File: src/rtl/ct_apb_slv_seq_ctrl.sv
`default_nettype none
// +--------------------------------------------------------------------------+
// | Module      : ct_apb_slv_seq_ctrl                                        |
// | Description : APB sequencer/decoder. One upstream APB requester is       |
// |               fanned out to NUM_SLV register-block slaves. The module    |
// |               decodes the address, runs the downstream SETUP/ACCESS      |
// |               handshake and returns data or an error upstream. Address   |
// |               misses and slaves that never answer become a clean error   |
// |               response.                                                  |
// | Revision    : 1.0 - initial release                                      |
// +--------------------------------------------------------------------------+
// | Ports                                                                    |
// |   apb_clk    in   1            clock, rising edge                         |
// |   apbrst     in   1            synchronous active-high reset              |
// |   m_psel     in   1            upstream select                            |
// |   m_penable  in   1            upstream enable                            |
// |   m_pwrite   in   1            upstream write strobe                      |
// |   m_paddr    in   ADDR_W       upstream address                           |
// |   m_pwdata   in   32           upstream write data                        |
// |   m_pready   out  1            upstream ready, one-cycle pulse            |
// |   m_prdata   out  32           upstream read data (0 unless m_pready)     |
// |   m_pslverr  out  1            upstream error (0 unless m_pready)         |
// |   s_psel     out  NUM_SLV      one-hot downstream select                  |
// |   s_penable  out  1            downstream enable                          |
// |   s_pwrite   out  1            captured write strobe                      |
// |   s_paddr    out  ADDR_W       captured address                           |
// |   s_pwdata   out  32           captured write data                        |
// |   s_pready   in   NUM_SLV      per-slave ready                            |
// |   s_prdata   in   NUM_SLV*32   per-slave read data, slave i at [32*i+:32] |
// |   s_perr     in   NUM_SLV      per-slave error, sampled with s_pready     |
// +--------------------------------------------------------------------------+

module ct_apb_slv_seq_ctrl #(
    parameter int                NUM_SLV   = 4,
    parameter int                ADDR_W    = 32,
    parameter int                SLV_LOG2  = 12,
    parameter logic [ADDR_W-1:0] BASE_ADDR = 32'h1800_0000,
    parameter int                TIMEOUT   = 16
) (
    input  logic                    apb_clk,
    input  logic                    apbrst,
    input  logic                    m_psel,
    input  logic                    m_penable,
    input  logic                    m_pwrite,
    input  logic [ADDR_W-1:0]       m_paddr,
    input  logic [31:0]             m_pwdata,
    output logic                    m_pready,
    output logic [31:0]             m_prdata,
    output logic                    m_pslverr,
    output logic [NUM_SLV-1:0]      s_psel,
    output logic                    s_penable,
    output logic                    s_pwrite,
    output logic [ADDR_W-1:0]       s_paddr,
    output logic [31:0]             s_pwdata,
    input  logic [NUM_SLV-1:0]      s_pready,
    input  logic [NUM_SLV*32-1:0]   s_prdata,
    input  logic [NUM_SLV-1:0]      s_perr
);

    localparam int IW   = (NUM_SLV > 1) ? $clog2(NUM_SLV) : 1;
    localparam int HI   = SLV_LOG2 + IW;
    localparam int TO_W = (TIMEOUT > 0) ? $clog2(TIMEOUT + 1) : 1;
    localparam logic [TO_W-1:0] TO_LAST = TO_W'((TIMEOUT > 0) ? TIMEOUT - 1 : 0);
    localparam logic [TO_W-1:0] TO_MAX  = {TO_W{1'b1}};

    typedef enum logic [1:0] {
        ST_IDLE   = 2'd0,
        ST_SETUP  = 2'd1,
        ST_ACCESS = 2'd2,
        ST_RESP   = 2'd3
    } state_t;

    state_t               r_state,   w_nxt_state;
    logic [NUM_SLV-1:0]   r_psel,    w_nxt_psel;
    logic                 r_penable, w_nxt_penable;
    logic                 r_pwrite,  w_nxt_pwrite;
    logic [ADDR_W-1:0]    r_paddr,   w_nxt_paddr;
    logic [31:0]          r_pwdata,  w_nxt_pwdata;
    logic                 r_pready,  w_nxt_pready;
    logic [31:0]          r_prdata,  w_nxt_prdata;
    logic                 r_pslverr, w_nxt_pslverr;
    logic [IW-1:0]        r_idx,     w_nxt_idx;
    logic [TO_W-1:0]      r_tout,    w_nxt_tout;

    logic [IW-1:0]        w_idx;
    logic                 w_hit;
    logic [NUM_SLV-1:0]   w_onehot;
    logic                 w_sel_ready;
    logic                 w_sel_err;
    logic [31:0]          w_sel_data;

    // Address decode of the live upstream address; only used in IDLE.
    // A window index beyond NUM_SLV is a miss even inside the aligned span.
    assign w_idx = m_paddr[SLV_LOG2 +: IW];
    assign w_hit = (m_paddr[ADDR_W-1:HI] == BASE_ADDR[ADDR_W-1:HI]) &&
                   ({1'b0, w_idx} < (IW+1)'(NUM_SLV));

    always_comb begin
        w_onehot = '0;
        for (int i = 0; i < NUM_SLV; i++) begin
            if (w_idx == IW'(i)) begin
                w_onehot[i] = 1'b1;
            end
        end
    end

    // Response mux for the captured slave index; other slaves are ignored.
    always_comb begin
        w_sel_ready = 1'b0;
        w_sel_err   = 1'b0;
        w_sel_data  = '0;
        for (int i = 0; i < NUM_SLV; i++) begin
            if (r_idx == IW'(i)) begin
                w_sel_ready = s_pready[i];
                w_sel_err   = s_perr[i];
                w_sel_data  = s_prdata[32*i +: 32];
            end
        end
    end

    // Next-state and next-output logic; every output is registered so the
    // values computed here appear on the ports one edge later.
    always_comb begin
        w_nxt_state   = r_state;
        w_nxt_psel    = r_psel;
        w_nxt_penable = r_penable;
        w_nxt_pwrite  = r_pwrite;
        w_nxt_paddr   = r_paddr;
        w_nxt_pwdata  = r_pwdata;
        w_nxt_pready  = 1'b0;
        w_nxt_prdata  = '0;
        w_nxt_pslverr = 1'b0;
        w_nxt_idx     = r_idx;
        w_nxt_tout    = r_tout;

        case (r_state)
            ST_IDLE: begin
                w_nxt_psel    = '0;
                w_nxt_penable = 1'b0;
                if (m_psel && !m_penable) begin
                    w_nxt_paddr  = m_paddr;
                    w_nxt_pwrite = m_pwrite;
                    w_nxt_pwdata = m_pwdata;
                    w_nxt_idx    = w_idx;
                    if (w_hit) begin
                        w_nxt_state = ST_SETUP;
                        w_nxt_psel  = w_onehot;
                    end else begin
                        w_nxt_state   = ST_RESP;
                        w_nxt_pready  = 1'b1;
                        w_nxt_pslverr = 1'b1;
                    end
                end
            end

            ST_SETUP: begin
                w_nxt_state   = ST_ACCESS;
                w_nxt_penable = 1'b1;
                w_nxt_tout    = '0;
            end

            ST_ACCESS: begin
                if (w_sel_ready) begin
                    // A ready on the final timeout cycle still gives a normal response.
                    w_nxt_state   = ST_RESP;
                    w_nxt_psel    = '0;
                    w_nxt_penable = 1'b0;
                    w_nxt_pready  = 1'b1;
                    w_nxt_prdata  = r_pwrite ? 32'h0 : w_sel_data;
                    w_nxt_pslverr = w_sel_err;
                end else if ((TIMEOUT != 0) && (r_tout == TO_LAST)) begin
                    w_nxt_state   = ST_RESP;
                    w_nxt_psel    = '0;
                    w_nxt_penable = 1'b0;
                    w_nxt_pready  = 1'b1;
                    w_nxt_pslverr = 1'b1;
                end else if (r_tout != TO_MAX) begin
                    w_nxt_tout = r_tout + TO_W'(1);
                end
            end

            ST_RESP: begin
                w_nxt_state   = ST_IDLE;
                w_nxt_psel    = '0;
                w_nxt_penable = 1'b0;
            end

            default: begin
                w_nxt_state   = ST_IDLE;
                w_nxt_psel    = '0;
                w_nxt_penable = 1'b0;
            end
        endcase
    end

    always_ff @(posedge apb_clk) begin
        if (apbrst) begin
            r_state   <= ST_IDLE;
            r_psel    <= '0;
            r_penable <= 1'b0;
            r_pwrite  <= 1'b0;
            r_paddr   <= '0;
            r_pwdata  <= '0;
            r_pready  <= 1'b0;
            r_prdata  <= '0;
            r_pslverr <= 1'b0;
            r_idx     <= '0;
            r_tout    <= '0;
        end else begin
            r_state   <= w_nxt_state;
            r_psel    <= w_nxt_psel;
            r_penable <= w_nxt_penable;
            r_pwrite  <= w_nxt_pwrite;
            r_paddr   <= w_nxt_paddr;
            r_pwdata  <= w_nxt_pwdata;
            r_pready  <= w_nxt_pready;
            r_prdata  <= w_nxt_prdata;
            r_pslverr <= w_nxt_pslverr;
            r_idx     <= w_nxt_idx;
            r_tout    <= w_nxt_tout;
        end
    end

    assign m_pready  = r_pready;
    assign m_prdata  = r_prdata;
    assign m_pslverr = r_pslverr;
    assign s_psel    = r_psel;
    assign s_penable = r_penable;
    assign s_pwrite  = r_pwrite;
    assign s_paddr   = r_paddr;
    assign s_pwdata  = r_pwdata;

endmodule

`default_nettype wire
File: config.mk
export PLATFORM = sky130hd
export DESIGN_NAME = ct_apb_slv_seq_ctrl
export DESIGN_NICKNAME = d
export VERILOG_FILES = /design/src/rtl/ct_apb_slv_seq_ctrl.sv
export SDC_FILE = /design/constraint.sdc
export NUM_CORES = 1
export LEC_CHECK = 0
export CAP_MARGIN = 10
export CORE_UTILIZATION = 25
export DETAILED_ROUTE_END_ITERATION = 6
export PLACE_DENSITY = 0.56
export SYNTH_ARGS = -nofsm -noshare
export SYNTH_HDL_FRONTEND = slang
export SYNTH_SLANG_ARGS = --single-unit
File: constraint.sdc
create_clock -name apb_clk -period 4.9 [get_ports apb_clk]
set_clock_uncertainty 0.05 [all_clocks]
set_input_delay 0.98 -clock apb_clk [delete_from_list [all_inputs] [get_ports apb_clk]]
set_output_delay 0.98 -clock apb_clk [all_outputs]
set_load 0.01 [all_outputs]
* Word-level counts from Yosys, hierarchy flattened
Cells that the tools add are included.
** Word-level totals
- Register bits :: 113
- Input port bits :: 205
- Output and inout port bits :: 104
- Word-level logic and storage cells :: 84
** Operators by class
- Add/subtract/negate cells :: 1
- Equality and inequality tests :: 17
- Mux-type cells :: 40
- Bitwise logic cells :: 2
- Reduce and logical (&&, ||, !) cells :: 13
** Operators by type and width (number)
- $mux 32 :: 4
- $mux 1 :: 19
- $eq 18x15->1 const B :: 1
- $mux 4 :: 4
- $mux 5 :: 3
- $eq 2x2->1 const B :: 6
- $pmux 4 s3 :: 1
- $pmux 5 s2 :: 1
- $mux 2 :: 4
- $ne 2x2->1 const B :: 4
- $pmux 2 s4 :: 1
- $eq 2x1->1 const B :: 3
- $logic_not 2->1 :: 3
- $reduce_and 2->1 :: 3
- $add 5x1->5 const B :: 1
- $eq 5x4->1 const B :: 1
- $ne 5x5->1 const B :: 1
- $pmux 1 s2 :: 2
- $reduce_and 4->1 :: 1
- $reduce_or 4->1 :: 1
- $ne 3x3->1 const B :: 1
- $pmux 1 s3 :: 1
- $reduce_bool 3->1 :: 1
- $not 1->1 :: 2
- 4 further kinds :: 4

* Logic depth before layout (Yosys ltp)
- Depth after elaboration :: 7
- Mapped depth :: 8

* Worst setup path before layout
OpenSTA, ideal clock, no wires.
- Kind :: input -> register
- From :: input s_pready[3]
- To :: register r_tout[0]
- Arrival :: 2.221 ns
- Required time :: 4.785 ns
- Setup slack :: 2.564 ns
- Cell stages on the path :: 5
- Path buffers :: 1
- Cells stage by stage :: mux4_2 -> buf_6 -> nor3_4 -> mux2_2 -> nor2_1
** On the way
- Word-level cells in the longest chain between the ends :: 3
** RTL lines
- from (decl) :: RTL line 55 : input logic [NUM_SLV-1:0] s_pready,
- $mux 1 :: RTL line 113 : if (r_idx == IW'(i)) begin
- $ne 2x2->1 (no source line)
- $reduce_and 4->1 (no source line)
- to (signal assigned) :: RTL line 220 : r_tout <= w_nxt_tout;
- to (decl) :: RTL line 83 : logic [TO_W-1:0] r_tout, w_nxt_tout;
Every way passes these cells.
A chain may end at the register's enable or synchronous reset.

* Final worst setup path
- From :: input m_penable
- To :: register r_pwdata[15], in the netlist s_pwdata[15]
** On the way
- Word-level cells in the longest chain between the ends :: 3
** RTL lines
- from (decl) :: RTL line 43 : input logic m_penable,
- $logic_not 1->1 :: RTL line 140 : if (m_psel && !m_penable) begin
- $logic_and 1x1->1 :: RTL line 140
- $reduce_and 2->1 (no source line)
- to (signal assigned) :: RTL line 215 : r_pwdata <= w_nxt_pwdata;
- to (decl) :: RTL line 78 : logic [31:0] r_pwdata, w_nxt_pwdata;
Every way passes these cells.

==> metrics.txt <==
# TYPE chip_impl_metric gauge
chip_impl_info{name="outcome",value="finished with violations"} 1
chip_impl_info{name="violations",value="design-rule violations"} 1
chip_impl_metric{name="synthesis.yosys.warnings",unit=""} 0
chip_impl_metric{name="antenna_found_initial",unit=""} 0
chip_impl_metric{name="top_level_ports",unit=""} 309
chip_impl_metric{name="fillCellCount",unit=""} 1726
chip_impl_metric{name="ctsHtreeMaxLevel",unit=""} 3
chip_impl_metric{name="number_of_nets_at_the_end_of_the_flow",unit=""} 983
chip_impl_metric{name="postSynth.asyncResetShare",unit=""} 0
chip_impl_metric{name="place.gp.congestion",unit=""} 0.8883
chip_impl_metric{name="power_density",unit="mW/mm^2"} 316.5
chip_impl_metric{name="start_util",unit=""} 0.2586
chip_impl_metric{name="coreArea",unit="mm^2"} 0.01821
chip_impl_metric{name="areaGrowthSynthToFinish",unit="%"} 75.85
chip_impl_metric{name="cts.repair_timing.setup_buffer_count",unit=""} 0
chip_impl_metric{name="critical_path.max_stage_delay",unit="ns"} 0.61
chip_impl_info{name="cts_root_buffer",value="clkbuf_16"} 1
chip_impl_metric{name="numPortBuffers",unit=""} 308
chip_impl_info{name="startpoint_type",value="input port"} 1
chip_impl_metric{name="setup_viol_count_final",unit=""} 0
chip_impl_metric{name="netlist_area_before_placement",unit="mm^2"} 0.004710
chip_impl_metric{name="hpwl",unit="um"} 14230
chip_impl_info{name="worstSetupPathType",value="in -> reg"} 1
chip_impl_metric{name="wl_per_cell",unit="um"} 17.47
chip_impl_metric{name="numCtsBuffers",unit=""} 9
chip_impl_info{name="critical_path.endpoint_type",value="flop"} 1
chip_impl_metric{name="synth_top_area_share",unit=""} 0.4718
chip_impl_metric{name="die_width",unit="um"} 139.3
chip_impl_metric{name="cts.sinks",unit=""} 111
chip_impl_metric{name="post_route_cells_drive_above_1_share",unit=""} 0.08634
chip_impl_info{name="family_of_cells_with_the_greatest_summed_delay_on_the_critical_path",value="simple AND/OR/NAND/NOR gates"} 1
chip_impl_metric{name="diodes",unit=""} 0
chip_impl_metric{name="final.period_utilization",unit=""} 0.5494
chip_impl_info{name="tritoncts",value="yes"} 1
chip_impl_metric{name="antenna_left",unit=""} 0
chip_impl_metric{name="cp_data_arrival_time",unit="ns"} 2.91
chip_impl_metric{name="total_die_area",unit="mm^2"} 0.01939
chip_impl_metric{name="layoutNonFillerInstCount",unit=""} 1005
chip_impl_metric{name="synth_edf_count",unit=""} 0
chip_impl_metric{name="max-clock-path-buffers",unit=""} 2
chip_impl_metric{name="synthesis.area_per_instance",unit="um^2"} 9.771
chip_impl_metric{name="synth.distinct_cells",unit=""} 39
chip_impl_metric{name="clk_latency",unit="ns"} 0.34
chip_impl_metric{name="detail_route.vias_per_cell",unit=""} 4.522
chip_impl_metric{name="dp_cells",unit=""} 989
chip_impl_metric{name="overflow",unit=""} 0
chip_impl_metric{name="post-route-min-period",unit="ns"} 2.692
chip_impl_info{name="worst_hold_path_type",value="reg -> reg"} 1
chip_impl_metric{name="clk_pin_slew_worst_paths",unit="ns"} 0.07
chip_impl_info{name="cp_cell_sequence",value="clkdlybuf4s50_1 -> nand2b_1 -> nor2_4 -> buf_4 -> nand2_1 -> a21oi_1"} 1
chip_impl_metric{name="grt_max_degree",unit=""} 45
chip_impl_metric{name="route.vias.total",unit=""} 4545
chip_impl_metric{name="cts_hold_repair.buffers",unit=""} 0
chip_impl_metric{name="final_max_slew_viol_count",unit=""} 0
chip_impl_metric{name="detailed_place.area",unit="mm^2"} 0.007970
chip_impl_info{name="yosys_most_used_dff",value="dfxtp_1"} 1
chip_impl_metric{name="postSynthNetCount",unit=""} 694
chip_impl_metric{name="yosysSeqAreaShare",unit=""} 0.4718
chip_impl_metric{name="fmax",unit="MHz"} 371.5
chip_impl_info{name="ys_top_cells_by_area",value="dfxtp_1 47%, mux4_2 16%, nand2_1 11%"} 1
chip_impl_metric{name="timing_worst_slew_pin_value",unit="ns"} 0.7498
chip_impl_metric{name="cts-resized-gates",unit=""} 0
chip_impl_metric{name="layout.cell_area.non_filler",unit="mm^2"} 0.008282
chip_impl_info{name="crit_slowest_cell",value="nor2_4"} 1
chip_impl_metric{name="maxCapViolCount",unit=""} 0
chip_impl_metric{name="number_of_global_route_vias_before_repair",unit=""} 4678
chip_impl_metric{name="drt_pre_antenna_iters",unit=""} 6
chip_impl_metric{name="fin_tns_setup",unit="ns"} 0
chip_impl_metric{name="leakage_power",unit="uW"} 0.002916
chip_impl_metric{name="grt_use_total",unit=""} 0.1812
chip_impl_metric{name="final_hold_viol_count",unit=""} 0
chip_impl_metric{name="synthCells",unit=""} 482
chip_impl_metric{name="routed_wl",unit="um"} 17560
chip_impl_metric{name="placement_rows",unit=""} 49
chip_impl_metric{name="path_buf_inv",unit=""} 2
chip_impl_metric{name="relSlewSlack",unit=""} 0.4989
chip_impl_metric{name="power",unit="uW"} 2621
chip_impl_metric{name="chipHeight",unit="um"} 139.3
chip_impl_metric{name="crit_fanout",unit=""} 35
chip_impl_metric{name="drt_first_iter_violations",unit=""} 243
chip_impl_metric{name="critical_path_required",unit="ns"} 5.11
chip_impl_metric{name="ir_drop",unit="V"} 0.0001624
chip_impl_info{name="rsz0062_at_grt",value="no"} 1
chip_impl_metric{name="yosys_register_bits",unit=""} 111
chip_impl_info{name="synth_top_cell_by_area",value="dfxtp_1"} 1
chip_impl_metric{name="grt_first_pass_wirelength",unit="um"} 26670
chip_impl_metric{name="post-route-drc-count",unit=""} 12
## per-layer routing
layer / track usage / wire length, um / vias up
met3: 0.02925 / 847 / 14
li1: - / - / 2229
met4: 0.05205 / 249 / 0
met2: 0.3235 / 9148 / 131
met1: 0.2237 / 7316 / 2171
met5: 0 / 0 / -
## cells in the final DEF, fill, tap and decap left out, drive strengths merged, types with 4 or more instances in the layout
cell | Yosys | final
clkdlybuf4s50 | 0 | 307
nand2 | 136 | 136
dfxtp | 111 | 111
a21oi | 69 | 69
mux4 | 34 | 34
nor2b | 24 | 24
clkbuf | 24 | 14
and2b | 9 | 9
inv | 7 | 7
ha | 7 | 7
nand3 | 7 | 7
nor2 | 6 | 6
buf | 11 | 6
o41ai | 4 | 4
nor4 | 4 | 4
## report_power, final
group | total (uW) | switching [uW] | internal (uW)
combinational | 811 | 357 | 454
clock | 758 | 319 | 439
sequential | 1050 | 58.5 | 993
total | 2620 | 735 | 1890
## stage by stage
stage	worst slack (ns)	utilization	hold WS, ns
global route	1.995	0.4548	0.4312
global placement	1.889	0.4377	0.3929
CTS	2.146	0.4548	0.4055
detailed placement	1.829	0.4377	0.3956
floorplan	2.564	-	0.4279
finish	2.208	0.4548	0.4040
## worst paths after layout
kind	from	endpoint	slack [ns]	cells after the start
min	s_pwdata[4]	s_pwdata[4]	0.40	2
max reg2reg	s_paddr[12]	m_prdata[1]	2.51	3
min reg2reg	s_pwdata[4]	s_pwdata[4]	0.40	2
max	m_penable	s_pwdata[15]	2.21	6
## area by class of cell
class,count,area [um^2],area share
Clock inverter,2,37.54,0.004532
Sequential cell,111,2223,0.2685
Tap cell,229,286.5,0.03460
Multi-Input combinational cell,329,2318,0.2800
Inverter,7,26.28,0.003173
Clock buffer,14,274.0,0.03309
Timing Repair Buffer,313,3115,0.3762
## Yosys cell counts, drive strengths merged, types with 2 or more instances
| library cell | number |
|---|---|
| a21oi | 69 |
| a2bb2oi | 2 |
| and2b | 9 |
| and3 | 2 |
| buf | 11 |
| clkbuf | 24 |
| dfxtp | 111 |
| ha | 7 |
| inv | 7 |
| mux2 | 3 |
| mux4 | 34 |
| nand2 | 136 |
| nand2b | 3 |
| nand3 | 7 |
| nor2 | 6 |
| nor2b | 24 |
| nor3 | 2 |
| nor4 | 4 |
| nor4b | 2 |
| o21ai | 2 |
| o41ai | 4 |
| or2 | 2 |
## worst register-to-register path, cell delays in order, from the launching register on
cell     delay (ns)
dfxtp_2        0.66
mux4_2         0.75
nand3_2        0.55
and2b_1        0.28
## state kept, by name (all words and copies together), names as in the netlist
name,cells
m_pslverr,1
s_pwrite,1
s_penable,1
s_pwdata,32
r_state,2
m_prdata,32
m_pready,1
s_psel,4
s_paddr,32
r_tout,5
## logic make-up after synthesis
| family | share of synthesized area |
|---|---|
| XOR/XNOR | 0.001860 |
| buffers and inverters | 0.03746 |
| AND/OR/NAND/NOR | 0.2035 |
| flip-flops | 0.4718 |
| multiplexers | 0.1719 |
| adder cells (fa/ha/maj) | 0.01860 |
| AO/OA/AOI/OAI | 0.09485 |
Note: power is estimated with default switching activity, not from simulation.
